<file path="config.mk">
export PLATFORM = sky130hd
export DESIGN_NAME = oqpsk_rcosine_demod
export DESIGN_NICKNAME = d
export VERILOG_FILES = /design/src/rtl/oqpsk_pkg.sv /design/src/rtl/bit_fifo.sv /design/src/rtl/oqpsk_rcosine_demod.sv
export SDC_FILE = /design/constraint.sdc
export NUM_CORES = 1
export LEC_CHECK = 0
export CORE_MARGIN = 3
export CORE_UTILIZATION = 40
export DETAILED_ROUTE_END_ITERATION = 12
export HOLD_SLACK_MARGIN = 0.12
export PLACE_DENSITY_LB_ADDON = 0.15
export SLEW_MARGIN = 20
export SYNTH_ARGS = -nofsm -noshare
export SYNTH_HDL_FRONTEND = slang
export SYNTH_SLANG_ARGS = --single-unit
</file>
<file path="constraint.sdc">
create_clock -name ACK -period 3.3 [get_ports ACK]
set_clock_uncertainty 0.15 [all_clocks]
set_input_delay 0.66 -clock ACK [delete_from_list [all_inputs] [get_ports ACK]]
set_output_delay 0.66 -clock ACK [all_outputs]
set_load 0.02 [all_outputs]
</file>
<file path="src/rtl/oqpsk_pkg.sv">
// rtl/oqpsk_pkg.sv - shared OQPSK defaults and demodulator state encoding
package oqpsk_pkg;

  localparam int DATA_W_DEF = 13;
  localparam int SPS_DEF    = 32;

  typedef enum logic [1:0] {
    IDLE  = 2'd0,
    PRIME = 2'd1,
    RUN   = 2'd2
  } demod_state_e;

endpackage

</file>
<file path="src/rtl/bit_fifo.sv">
// rtl/bit_fifo.sv - small synchronous FIFO with flush, used for recovered bits
module bit_fifo #(
  parameter int WIDTH = 1,
  parameter int DEPTH = 4
) (
  input  logic             clk,
  input  logic             rst,
  input  logic             flush,
  input  logic             push,
  input  logic [WIDTH-1:0] push_data,
  input  logic             pop,
  output logic [WIDTH-1:0] head,
  output logic             full,
  output logic             empty
);

  localparam int AW = (DEPTH > 1) ? $clog2(DEPTH) : 1;

  logic [WIDTH-1:0] mem [DEPTH];
  logic [AW-1:0]    wr_ptr;
  logic [AW-1:0]    rd_ptr;
  logic [AW:0]      count;
  logic             do_push;
  logic             do_pop;

  assign empty = (count == '0);
  assign full  = (count == (AW+1)'(DEPTH));
  assign head  = mem[rd_ptr];

  // A pop frees a slot on the same edge, so a full FIFO still takes a push then.
  assign do_pop  = pop && !empty;
  assign do_push = push && (!full || do_pop);

  always_ff @(posedge clk or posedge rst) begin
    if (rst) begin
      wr_ptr <= '0;
      rd_ptr <= '0;
      count  <= '0;
      for (int k = 0; k < DEPTH; k++) begin
        mem[k] <= '0;
      end
    end else if (flush) begin
      wr_ptr <= '0;
      rd_ptr <= '0;
      count  <= '0;
    end else begin
      if (do_push) begin
        mem[wr_ptr] <= push_data;
        wr_ptr      <= wr_ptr + 1'b1;
      end
      if (do_pop) begin
        rd_ptr <= rd_ptr + 1'b1;
      end
      if (do_push && !do_pop) begin
        count <= count + 1'b1;
      end else if (do_pop && !do_push) begin
        count <= count - 1'b1;
      end
    end
  end

endmodule

</file>
<file path="src/rtl/oqpsk_rcosine_demod.sv">
// rtl/oqpsk_rcosine_demod.sv - OQPSK integrate-and-dump demodulator with bit FIFO
module oqpsk_rcosine_demod
  import oqpsk_pkg::*;
#(
  parameter int DATA_W     = DATA_W_DEF,
  parameter int SPS        = SPS_DEF,
  parameter int ACC_W      = DATA_W + $clog2(SPS),
  parameter int FIFO_DEPTH = 4
) (
  input  logic                     ACK,
  input  logic                     RST,
  input  logic                     EN,
  input  logic                     SAMPLE_VALID,
  input  logic signed [DATA_W-1:0] I,
  input  logic signed [DATA_W-1:0] Q,
  output logic                     Bit_Out,
  output logic                     BIT_VALID,
  input  logic                     BIT_READY,
  output logic                     OVERRUN
);

  localparam int CNT_W = $clog2(SPS);
  localparam logic [CNT_W-1:0] HALF_LAST = CNT_W'(SPS/2 - 1);
  localparam logic [CNT_W-1:0] FULL_LAST = CNT_W'(SPS - 1);

  demod_state_e            state;
  demod_state_e            state_nxt;
  logic [CNT_W-1:0]        cnt;
  logic signed [ACC_W-1:0] acc_i;
  logic signed [ACC_W-1:0] acc_q;
  logic signed [ACC_W-1:0] sum_i;
  logic signed [ACC_W-1:0] sum_q;
  logic                    accept;
  logic                    dump_i;
  logic                    dump_q;
  logic                    push;
  logic                    push_bit;
  logic                    pop;
  logic                    fifo_full;
  logic                    fifo_empty;
  logic                    fifo_head;

  assign accept = EN && SAMPLE_VALID;
  assign sum_i  = acc_i + ACC_W'(I);
  assign sum_q  = acc_q + ACC_W'(Q);

  // Only RUN reaches cnt==SPS-1, and the PRIME->RUN sample is still in PRIME,
  // so that half-symbol boundary never produces a Q decision.
  assign dump_i = accept && (state == RUN) && (cnt == FULL_LAST);
  assign dump_q = accept && (state == RUN) && (cnt == HALF_LAST);

  assign push     = dump_i || dump_q;
  assign push_bit = dump_i ? ~sum_i[ACC_W-1] : ~sum_q[ACC_W-1];
  assign pop      = BIT_VALID && BIT_READY;

  assign BIT_VALID = !fifo_empty;
  assign Bit_Out   = fifo_head && !fifo_empty;

  always_comb begin
    state_nxt = state;
    if (!EN) begin
      state_nxt = IDLE;
    end else if (accept) begin
      case (state)
        IDLE:    state_nxt = PRIME;
        PRIME:   if (cnt == HALF_LAST) state_nxt = RUN;
        RUN:     state_nxt = RUN;
        default: state_nxt = IDLE;
      endcase
    end
  end

  always_ff @(posedge ACK or posedge RST) begin
    if (RST) begin
      state <= IDLE;
      cnt   <= '0;
      acc_i <= '0;
      acc_q <= '0;
    end else begin
      state <= state_nxt;
      if (!EN) begin
        cnt   <= '0;
        acc_i <= '0;
        acc_q <= '0;
      end else if (accept) begin
        cnt   <= cnt + 1'b1;
        acc_i <= dump_i ? '0 : sum_i;
        if (state == RUN) begin
          acc_q <= dump_q ? '0 : sum_q;
        end
      end
    end
  end

  always_ff @(posedge ACK or posedge RST) begin
    if (RST) begin
      OVERRUN <= 1'b0;
    end else if (!EN) begin
      OVERRUN <= 1'b0;
    end else if (push && fifo_full && !pop) begin
      OVERRUN <= 1'b1;
    end
  end

  bit_fifo #(
    .WIDTH (1),
    .DEPTH (FIFO_DEPTH)
  ) u_fifo (
    .clk       (ACK),
    .rst       (RST),
    .flush     (!EN),
    .push      (push),
    .push_data (push_bit),
    .pop       (pop),
    .head      (fifo_head),
    .full      (fifo_full),
    .empty     (fifo_empty)
  );

endmodule

</file>
==> flow_results.org <==
** Finish
- Finished Cell Area :: slightly above 0.005 mm^2
- Ratio of cells with drive above 1 in the final layout :: approximately 15%
- Synth-to-layout area growth :: 25.2%
- Net count, final :: slightly above 600
- For this run, the share of the core covered by cells in the final layout is between 50% and 60%.
- The finished layout holds between 600 and 700 standard cells, fillers aside.
- The filler cells instantiated in the layout total between 900 and 1,000.
- 0 antenna diodes ended up in the layout.

** Placed design
- The HPWL after detailed placement is 6.63 mm.
- Port Buffer Count :: 33
- Total placed cells including tap cells :: approximately 650
- At the end of routability-driven placement, the weighted congestion stood at ~0.84.
- Summing all placed instances gives a cell area of a little under 0.005 mm^2.

** STA
- Final Setup Violations :: 0
- The number of pins exceeding their max-slew limit in the final report was 0.
- After routing, the total negative slack on setup checks comes to 0 ns.
- Final hold analysis gives a worst-case slack of approximately 0.35 ns.
- Worst max-slew margin expressed relative to the limit :: 51.4%
- The hold violation count in the final report is 0.
- For the finished layout, the period the worst path requires is 3.17 ns.
- RSZ-0062 raised after global routing :: no
- Tcrit/Tclk final :: 96.1%
- Transition at the pin with the smallest max-transition slack :: roughly 0.73 ns
- Achievable Freq :: about 320 MHz

** Setup path
- The worst setup path is captured at a flop.
- Along the worst path, the maximum fanout reaches 4.
- STA classifies the critical path startpoint as an input port.
- At the worst endpoint, the required time is 3.37 ns.
- Arrival time of the worst setup path :: between 3 and 4 ns
- CP Class :: input port to flop

** Clock network
- Cts bufs inserted :: 5
- CTS H-Tree Depth :: 2
- For the worst-skew pair, the clock arrives at the later sink with an insertion delay of approximately 0.32 ns.
- Clock transition at the registers of the reported paths :: about 0.11 ns
- TritonCTS clock tree :: done
- Hold-fix buffer count after cts :: 0
- Counting along the longest clock path gives a buffer depth of 2.
- In this run the clock root is driven by a clkbuf_8.
- The clock drives 55 sinks.

** Global route
- Entering global routing, the biggest net connects 56 pins.
- Number of antenna violations at the first check in global routing :: 0
- Number of global-route vias before repair :: between 3,000 and 4,000
- First-pass GRT wire length :: 15.6 mm
- Total overflow reported by the global router :: 0
- In the global route stage, overall resource usage came out at about 16%.

** Route
- Length of the first detailed-routing pass in iterations :: 4
- For this run, design rule violations remaining after detail routing come to 0.
- For this block, the initial DRC count from the detailed router was 147.
- The routed layout has 3,458 vias.
- For this block, the routed nets add up to between 9 and 10 mm of wire.
- Using the TritonRoute via totals, the vias-per-cell ratio works out to 5.22.
- DR WL/cell :: around 14 um
- In this run the remaining antenna-violating nets after routing total 0.

** Floorplanning
- Top-level port count :: 34
- Starting density of the core :: 41.2%
- Number of rows created at floorplan :: 36
- Placeable core region :: between 0.009 and 0.01 mm^2
- The floorplan step defined a die boundary enclosing about 0.011 mm^2.
- Die X-Extent :: ~110 um
- The die is around 110 um tall.

** Yosys
- The synthesized design contains 0 enable-type register cells.
- Number of nets in the synthesized netlist :: between 500 and 600
- Cell taking the most area after synthesis :: dfrtp_1
- Asr flop ratio synth :: 100%
- Counting flops and latches in the post-synthesis netlist gives 55.
- Top cell type's share of synthesized area :: 34.0%
- A synthesized cell averages roughly 9.1 um^2.
- Dominant cells by area after synthesis :: dfrtp_1, ha_1, nand2_1, o21ai_1, xor2_1
- Ys Warns :: 0
- Cell Area, Synth :: a little over 0.004 mm^2
- Summing the sequential cell areas from Yosys gives 34.0% of the chip area.
- In the synthesized netlist the dominant register cell turns out to be dfrtp_1.
- Number of standard cells after synthesis :: between 400 and 500
- In this run, distinct cell masters in the synthesized netlist total 56.

** Flow run
- Maximum capacitance violations :: 0

** Power
- Worst VDD drop :: around 230 uV
- Leakage power :: approximately 2.4 nW
- Power spread over the standard cell area amounts to between 300 and 400 mW/mm^2.

** Status
- The flow ran to the end, and the final reports show no timing, DRC or antenna violations.

** Worst hold path
- Class of the tightest hold or removal check :: flop to flop
[where the power goes]
| group | internal [W] | total [W] | switching (W) |
|---|---|---|---|
| logic | 0.000293 | 0.000584 | 0.000291 |
| registers | 0.000718 | 0.000748 | 0.0000295 |
| clock network | 0.000227 | 0.000467 | 0.000240 |
| total | 0.00124 | 0.00180 | 0.000560 |
[metal layers]
layer  wire length (um)  GRT usage (%)
met1               4540           23.1
met2               4090           26.7
met3                329           2.79
met4                106           3.74
met5                  0              0
[sequential cells by signal, summed over array words and instances (netlist names)]
name	count
acc_i	18
cnt	5
u_fifo.wr_ptr	2
u_fifo.mem	4
u_fifo.rd_ptr	2
u_fifo.count	3
acc_q	18
OVERRUN	1
state	2
[synth_stat cells, drive strengths merged, types with 8 or more instances]
| library cell | number |
|---|---|
| inv | 21 |
| ha | 44 |
| xnor2 | 14 |
| nand3 | 9 |
| nor2b | 12 |
| nand2 | 49 |
| clkbuf | 9 |
| o21ai | 47 |
| a21oi | 28 |
| and2 | 13 |
| dfrtp | 55 |
| nor2 | 21 |
| and3 | 8 |
| xor2 | 19 |
[cell type report]
cell class | count | area (um^2) | area share (%)
clock inverter | 3 | 43.8 | 0.865
clock buffer | 5 | 68.8 | 1.36
tap | 133 | 166 | 3.29
multi-input combinational | 358 | 2580 | 51.0
sequential | 55 | 1380 | 27.2
timing repair buffer | 88 | 746 | 14.7
inverter | 21 | 78.8 | 1.56
[critical path, stage by stage]
cell and delay [ns]:
clkdlybuf4s50_1 0.41, ha_2 0.18, inv_1 0.07, fa_2 0.23, nor2b_4 0.05, o31ai_4 0.17, or4b_4 0.49, a221o_1 0.40
a21o_1 0.19, a21oi_2 0.14, xor2_1 0.16, o21ai_1 0.07
[logic make-up (layout without fill, tap and decap cells)]
family,after synthesis,after routing,synth area share (%)
adder cells (fa/ha/maj),47,47,15.1
XOR/XNOR,33,33,7.15
flip-flops,55,55,34.0
multiplexers,6,6,1.79
AO/OA/AOI/OAI,136,136,22.2
buffers and inverters,31,117,2.88
AND/OR/NAND/NOR,136,136,16.8
[repair_timing]
action | 4_1_cts | 5_1_grt
buffers inserted | 0 | 1
resized for setup | 0 | 9
setup endpoints to repair | 0 | 8
[per-stage QoR]
| stage | setup WS, ns | total power, W |
|---|---|---|
| 3_5_place_dp | -0.241 | 0.00133 |
| 2_1_floorplan | 0.222 | 0.00112 |
| 5_1_grt | 0.00153 | 0.00192 |
| 6_report | 0.127 | 0.00180 |
| 3_3_place_gp | -0.193 | 0.00132 |
| 4_1_cts | 0.0786 | 0.00181 |
[path summary, 6_finish.rpt]
| kind | startpoint | to | slack [ns] | cells after the start |
|---|---|---|---|---|
| worst max-delay path | I[0] | acc_i[16]$_DFFE_PP0P_ | 0.13 | 12 |
| worst min-delay path | acc_q[15]$_DFFE_PP0P_ | acc_q[15]$_DFFE_PP0P_ | 0.35 | 2 |
| worst max register to register | cnt[0]$_DFFE_PP0P_ | u_fifo.count[2]$_DFFE_PP0P_ | 0.19 | 11 |
| worst min register to register | acc_q[15]$_DFFE_PP0P_ | acc_q[15]$_DFFE_PP0P_ | 0.35 | 2 |
| max in group asynchronous | RST | acc_i[1]$_DFFE_PP0P_ | 1.82 | 3 |
| min in group asynchronous | RST | cnt[2]$_DFFE_PP0P_ | 0.70 | 3 |
[cell usage in the layout (no fill, tap or decap), types with 3 or more instances in the layout]
master and count:
a211o_1 4, a21o_1 7, a21oi_1 26, a221oi_1 5, a22o_1 7, a31oi_1 5
and2_1 13, and3_1 8, buf_4 55, clkbuf_8 5, clkdlybuf4s50_1 32, dfrtp_1 55
ha_1 43, inv_1 20, mux2i_1 5, nand2_1 49, nand2b_1 4, nand3_1 9
nand4_1 5, nor2_1 20, nor2b_1 11, nor3_1 3, o21a_1 5, o21ai_0 12
o21ai_1 35, o21bai_1 4, or2_1 3, xnor2_1 14, xor2_1 19
No activity file was read; power rests on OpenSTA's default activity.
